**src/rtl/systolic_b_scheduler.sv**
```systemverilog
// systolic_b_scheduler: sequencer for the B-operand BRAM wrapper.
// Shares the wrapper between host loads and row streaming to the array.
module systolic_b_scheduler #(
  parameter int systolic_size = 2,
  parameter int data_size     = 32,
  parameter int DEPTH         = 128,
  parameter int RA_W          = 7
) (
  input  logic            clk,
  input  logic            reset,
  input  logic            start,
  input  logic [RA_W-1:0] base_addr,
  input  logic [RA_W:0]   num_rows,
  input  logic            array_ready,
  input  logic            abort,
  input  logic            host_req,
  output logic            host_gnt,
  output logic            work,
  output logic            out_in,
  output logic            B_cho,
  output logic [31:0]     memory_address_B,
  output logic            row_valid,
  output logic            busy,
  output logic            done,
  output logic [RA_W:0]   rows_issued
);

  if (DEPTH != (1 << RA_W) || RA_W > 31 ||
      systolic_size < 1 || data_size < 1) begin : g_bad_cfg
    $error("systolic_b_scheduler: inconsistent parameters");
  end

  typedef enum logic [1:0] {
    S_IDLE,
    S_STREAM,
    S_DRAIN,
    S_DONE
  } state_t;

  localparam logic [RA_W:0] ROW_ONE = (RA_W+1)'(1);

  state_t          r_state;
  state_t          w_next;
  logic [RA_W-1:0] r_base;
  logic [RA_W:0]   r_num;
  logic [RA_W:0]   r_rows;
  logic            r_row_valid;
  logic [RA_W:0]   w_rows_inc;
  logic [RA_W-1:0] w_addr;
  logic            w_take;
  logic            w_last;

  assign w_take     = (r_state == S_IDLE) && start && !abort;
  assign w_rows_inc = r_rows + ROW_ONE;
  assign w_last     = (w_rows_inc == r_num);
  assign w_addr     = r_base + r_rows[RA_W-1:0];

  assign rows_issued = r_rows;
  assign row_valid   = r_row_valid;

  // State register
  always_ff @(posedge clk or posedge reset) begin
    if (reset) r_state <= S_IDLE;
    else       r_state <= w_next;
  end

  // Next-state decode; abort pulls any active stream back to idle
  always_comb begin
    w_next = r_state;
    if (r_state != S_IDLE && abort) begin
      w_next = S_IDLE;
    end else begin
      unique case (r_state)
        S_IDLE: begin
          if (w_take)
            w_next = (num_rows == '0) ? S_DONE : S_STREAM;
        end
        S_STREAM: begin
          if (array_ready && w_last) w_next = S_DRAIN;
        end
        S_DRAIN: w_next = S_DONE;
        S_DONE:  w_next = S_IDLE;
      endcase
    end
  end

  // Output decode from the registered state
  always_comb begin
    host_gnt         = 1'b0;
    B_cho            = 1'b0;
    work             = 1'b0;
    out_in           = 1'b0;
    busy             = 1'b1;
    done             = 1'b0;
    memory_address_B = 32'd0;
    unique case (r_state)
      S_IDLE: begin
        host_gnt = host_req;
        B_cho    = host_req;
        busy     = 1'b0;
      end
      S_STREAM: begin
        work             = 1'b1;
        out_in           = array_ready;
        memory_address_B = {{(32-RA_W){1'b0}}, w_addr};
      end
      S_DRAIN: work = 1'b1;
      S_DONE:  done = 1'b1;
    endcase
  end

  // Stream parameters, issue counter and read-latency tracking
  always_ff @(posedge clk or posedge reset) begin
    if (reset) begin
      r_base      <= '0;
      r_num       <= '0;
      r_rows      <= '0;
      r_row_valid <= 1'b0;
    end else begin
      r_row_valid <= out_in && !abort;
      if (w_take) begin
        r_base <= base_addr;
        r_num  <= num_rows;
        r_rows <= '0;
      end else if (out_in && (r_rows < r_num)) begin
        r_rows <= w_rows_inc;
      end
    end
  end

endmodule

```
**config.mk**
```make
export PLATFORM = sky130hd
export DESIGN_NAME = systolic_b_scheduler
export DESIGN_NICKNAME = d
export VERILOG_FILES = /design/src/rtl/systolic_b_scheduler.sv
export SDC_FILE = /design/constraint.sdc
export NUM_CORES = 1
export LEC_CHECK = 0
export BUFFER_PORTS_ARGS = -buffer_cell sky130_fd_sc_hd__buf_2
export CAP_MARGIN = 20
export CELL_PAD_IN_SITES_DETAIL_PLACEMENT = 1
export CELL_PAD_IN_SITES_GLOBAL_PLACEMENT = 1
export CORE_ASPECT_RATIO = 0.8
export CORE_MARGIN = 3
export CORE_UTILIZATION = 30
export CTS_CLUSTER_DIAMETER = 100
export DETAILED_ROUTE_END_ITERATION = 16
export PLACE_DENSITY = 0.66
export SYNTH_ARGS = -nofsm -noshare
export SYNTH_HDL_FRONTEND = slang
export SYNTH_SLANG_ARGS = --single-unit
```
**constraint.sdc**
```tcl
create_clock -name clk -period 2.92 [get_ports clk]
set_clock_uncertainty 0.1 [all_clocks]
set_input_delay 0.438 -clock clk [delete_from_list [all_inputs] [get_ports clk]]
set_output_delay 0.438 -clock clk [all_outputs]
set_load 0.01 [all_outputs]
```
== Word level (Yosys, flattened, before mapping) ==
Index checks and enable logic that the tools add are counted.

* Equality and inequality tests: 6
* Reductions and logical operators: 13
* $add $sub $neg: 2
* $lt $le $gt $ge: 1
* Multiplexer cells: 13

{| class="wikitable"
|+ Operators with widths
! operator !! count
|-
| two-way mux 8 bit || 2
|-
| adder 8 x 1 -> 8 bit (second input constant) || 1
|-
| equality test 8 bit || 1
|-
| logical NOT 8 bit || 1
|-
| < comparator 8 bit || 1
|-
| two-way mux 2 bit || 4
|-
| case mux 2 bit (4 select lines) || 1
|-
| adder 7 bit || 1
|-
| two-way mux 7 bit || 1
|-
| logical AND 1 bit || 6
|-
| two-way mux 1 bit || 5
|-
| equality test 2 bit (second input constant) || 2
|-
| nonzero test 2 bit || 2
|-
| != test 3 x 2 -> 1 bit (second input constant) || 1
|-
| != test 3 bit (second input constant) || 1
|-
| equality test 2 x 1 -> 1 bit (second input constant) || 1
|-
| logical NOT 2 bit || 1
|-
| AND reduction 2 bit || 1
|-
| OR reduction 2 bit || 1
|-
| logical NOT 1 bit || 1
|}

* Input bits: 21
* Register bits after elaboration: 26
* Word-level logic and storage cells: 40

== Logic depth before layout (Yosys ltp) ==
* Depth in word-level cells: 6
* Mapped depth: 9
* Gate-level depth less buffers: 9

== Worst setup path after synthesis ==
No wires, ideal clock.

* Kind: register to output
* From: reg r_rows[0] (netlist: rows_issued[0])
* To: out memory_address_B[6]
* Slack: 0.331 ns
* Cell stages (with the launch flop): 10
* Arrival time: 2.051 ns
* Buffers on the path: 0
* Data required time: 2.382 ns
* Cell sequence: dfrtp_1 > ha_1 > inv_1 > fa_1 > nor2b_1 > o21ai_0 > a21oi_1 > o21a_1 > or3_1 > a21boi_0

* Longest elaborated chain between the ends: 2

{| class="wikitable"
|+ RTL lines
! item !! RTL line !! source
|-
| start, declared || 46 || <nowiki>logic [RA_W:0] r_rows;</nowiki>
|-
| start signal, assigned || 126 || <nowiki>r_rows <= w_rows_inc;</nowiki>
|-
| adder 7 bit || 56 || <nowiki>assign w_addr = r_base + r_rows[RA_W-1:0];</nowiki>
|-
| two-way mux 7 bit || 96 || <nowiki>unique case (r_state)</nowiki>
|-
| end, declared || 21 || <nowiki>output logic [31:0] memory_address_B,</nowiki>
|}

No other way between the ends.

== Final worst setup path ==
* From: reg r_base[0]
* To: out memory_address_B[6]

* Longest elaborated chain between the ends: 2

{| class="wikitable"
|+ RTL lines
! item !! RTL line !! source
|-
| start, declared || 44 || <nowiki>logic [RA_W-1:0] r_base;</nowiki>
|-
| start signal, assigned || 122 || <nowiki>r_base <= base_addr;</nowiki>
|-
| adder 7 bit || 56 ||
|-
| two-way mux 7 bit || 96 ||
|}

No other way between the ends.

==> results.md <==
Status:
- The flow ran to the end, and the final reports show no timing, DRC or antenna violations.

Setup path:
- The data required time at the worst endpoint is 2380 ps.
- The critical path is of the flip-flop to primary output type.
- The maximum fanout along the worst path is 2.
- The family with the most delay on the worst path is compound AO/OA/AOI/OAI gates.
- On the worst path, the slowest cell contributes a delay of 400 ps.
- The critical path goes through ha_2 -> inv_2 -> fa_2 -> nor2b_2 -> o21ai_2 -> a21oi_2 -> o21a_1 -> or3_1 -> a21boi_1 -> buf_2.
- For the worst setup path, the data arrival time is about 2300 ps.
- STA classifies the critical path startpoint as a flip-flop.
- In this run the register-to-register setup slack is 380 ps.
- Counting both buffers and inverters, the worst setup path holds a total of 2.
- The slowest stage of the critical path belongs to the cell dfrtp_1.
- The element type at the critical path end is a primary output.

Floorplan:
- For this configuration, the core starts out at a cell density of 32.0%.
- The die extent in y is 81.1 µm.
- Pin placement for this block handled between 60 and 70 I/O pins.
- The width of the die is 99.9 µm.
- The die footprint is just over 8000 µm².
- The number of cell rows is 26.
- The placeable core area is 6600 µm².

Place:
- Once placement finished, the instance area stood at 2340 µm².
- The final HPWL from detailed placement is 4520 µm.
- Routability-driven placement finished with a final weighted congestion of 0.824.
- Prior to clock tree synthesis, the placed netlist has a worst setup slack of 274 ps.
- The port buffer count is 42.

Logic synthesis:
- The netlist uses 45 different library cells.
- The number of flip-flops and latches in the synthesized netlist is 26.
- The number of flops mapped to enable cells by yosys is 0.
- The netlist area before placement is ~2100 µm².
- In the synthesized netlist the dominant register cell turns out to be dfrtp_1.
- Of the synthesized area, sequential elements account for 30.8%.
- The fraction of registers with async set or reset after synthesis is between 90% and 100%.
- Synthesis handed over a netlist of 245 instances.
- The share of synthesized area in the top cell type comes to 30.8%.
- The largest total area in the synthesized netlist belongs to dfrtp_1.
- Ranked by total cell area, the synthesized netlist is headed by dfrtp_1 31%, ha_1 11%, buf_4 9.2%.
- The synthesis warning total is 0.
- The synthesized area per cell is 8.64 µm².

Drt:
- Across all layers, the routed design uses between 1500 and 2000 vias.
- For this run, the detailed router's first-pass iteration total came to 4.
- The count of nets left with antenna violations after detail routing is 0.
- The routed design has 5820 µm of wire.
- The ratio of routed vias to standard cells is 4.78.
- In the routed design, unresolved DRC markers number 0.
- Dividing the detail-routed wire length by the instance count gives 15.5 µm.
- The violation count after the first detailed-routing iteration is 62.

Global routing:
- The number of antenna violations at the first check in global routing came to 0.
- Entering global routing, the biggest net connects 30 pins.
- The number of global-route vias before repair is between 1500 and 2000.
- The first global-routing pass estimated roughly 9400 µm of wire.
- The global-route usage over all layers is 14.7%.
- The global-route congestion overflow total is 0.

STA:
- The final clock period utilization by the worst path is about 97%.
- The routed design could run at a clock period as short as between 2000 and 3000 ps.
- The count of pins over their slew limit is 0.
- The worst slew margin relative to its limit is a little over half.
- The setup TNS is 0 ps.
- The transition time of the tightest slew-check pin is 690 ps.
- Setup repair after global routing could not meet its margin everywhere.
- The achievable clock frequency is 354 MHz.
- The number of setup violations in the final report is 0.
- The total count of hold-check failures in the final report is 0.
- Across all setup checks in the final design, the least slack found is around 95 ps.

Job:
- Across the run, the number of max-cap violations was 0.

Layout:
- Relative to the synthesized area, the layout overhead comes to 14.4%.
- Leaving out fill and tap cells, the most frequent cell in the layout is buf_2.
- The fraction of layout instances using a drive strength above 1 is 23.0%.
- In the final design database the tool counted 333 nets.
- The post-route cell area is 2420 µm².
- In the layout the commonest cells are 42 x buf_2, 39 x nand2_1, 26 x dfrtp_1.
- The number of antenna repair diodes is 0.

Power and ir drop:
- The power density relative to cell area is 725 nW/µm².
- The worst-case IR drop observed on VDD is 0.296 mV.
- Summed over all cells, the static leakage comes to 1.22 nW.

Worst hold path:
- The kind of path behind the tightest hold check is input port to async pin.

Clock network:
- TritonCTS built the clock tree.
- Clock-pin slew was measured on the worst setup and hold paths at 100 ps.
- The number of clock buffers added by TritonCTS is 3.
- Counting along the longest clock path gives a buffer depth of 2.
- CTS built an H-tree with a depth of 1.
- The clock sink count is 26.
- The clock network latency to the later pin of the worst-skew pair is 280 ps.
- The hold buffer count at CTS is 0.
- The buffer type at the clock tree root is clkbuf_8.
[path summary, 6_finish.rpt]
kind                                             from                         end  cells after the start
max                             r_base[0]$_DFFE_PP0P_         memory_address_B[6]                     10
min                                             reset       r_base[6]$_DFFE_PP0P_                      3
max reg2reg                rows_issued[1]$_DFFE_PP0P_      r_state[1]$_DFFE_PP0P_                      8
min reg2reg                     r_base[4]$_DFFE_PP0P_       r_base[4]$_DFFE_PP0P_                      2
max in group asynchronous                       reset  rows_issued[4]$_DFFE_PP0P_                      3
min in group clk                         base_addr[5]       r_base[5]$_DFFE_PP0P_                      3
[cell usage after synthesis, types with 2 or more instances]
| library cell | n |
|---|---|
| a211oi_1 | 2 |
| a21boi_0 | 2 |
| a21o_1 | 2 |
| a21oi_1 | 13 |
| a31oi_1 | 3 |
| and2_1 | 4 |
| buf_4 | 26 |
| buf_6 | 2 |
| clkbuf_1 | 4 |
| dfrtp_1 | 26 |
| ha_1 | 19 |
| inv_1 | 22 |
| mux2i_1 | 2 |
| nand2_1 | 39 |
| nand2b_1 | 2 |
| nand3_1 | 7 |
| nand3b_1 | 2 |
| nand4_1 | 2 |
| nor2_1 | 2 |
| nor2b_1 | 5 |
| nor3b_1 | 2 |
| nor4_1 | 3 |
| o21a_1 | 3 |
| o21ai_0 | 16 |
| o31ai_1 | 6 |
| or3_1 | 2 |
| or4_1 | 3 |
| xnor2_1 | 6 |
| xor2_1 | 2 |
[state kept, by name, indices dropped and copies added, names as in the netlist]
register / flops
r_num: 8
rows_issued: 8
r_base: 7
r_state: 2
row_valid: 1
[tightest hold or removal path: stages]
cell	delay, ps
buf_2	90
inv_1	40
buf_4	330
[where the power goes]
part	switching [mW]	internal, mW
clock network	0.133	0.121
logic	0.539	0.385
registers	0.0922	0.484
total	0.764	0.990
[metrics by stage]
step                      instances  utilization [%]  total power, mW  hold slack (ps)
after global routing            375             36.7             1.93              137
after floorplan                 269                -             1.23              350
after global placement          370             35.5             1.46              371
after CTS                       374             36.3             1.76              114
final                           375             36.7             1.75             99.8
after detailed placement        370             35.5             1.49              378
[metal layers]
layer	up-vias	global-route usage [%]	wire [µm]
li1	879	-	-
met1	866	20.6	2830
met2	46	24.1	2680
met3	3	2.75	279
met4	0	2.05	19
met5	-	0	0
[kinds of logic after synthesis]
logic type	count (synthesis)	share of synthesized area [%]
buffers and inverters	55	15.1
muxes	2	0.946
xor gates and xnor gates	9	4.61
and+or+nand+nor	78	19.2
other	1	0.177
adders and majority gates	20	12.2
DFF	26	30.8
AOI/OAI and AO/OA	54	17.0
[final cells by class]
type	instances	area, µm²
Fill cell	830	4180
Clock buffer	4	55.1
Tap cell	84	105
Sequential cell	26	651
Inverter	22	82.6
Timing Repair Buffer	51	278
Multi-Input combinational cell	188	1250
[what timing repair did]
item / in CTS / in global routing
gates resized for setup: 1 / 7
pin swaps: 0 / 7
setup endpoints to repair: 1 / 2
setup buffers: 0 / 1
Power figures use the tool's default switching activity.
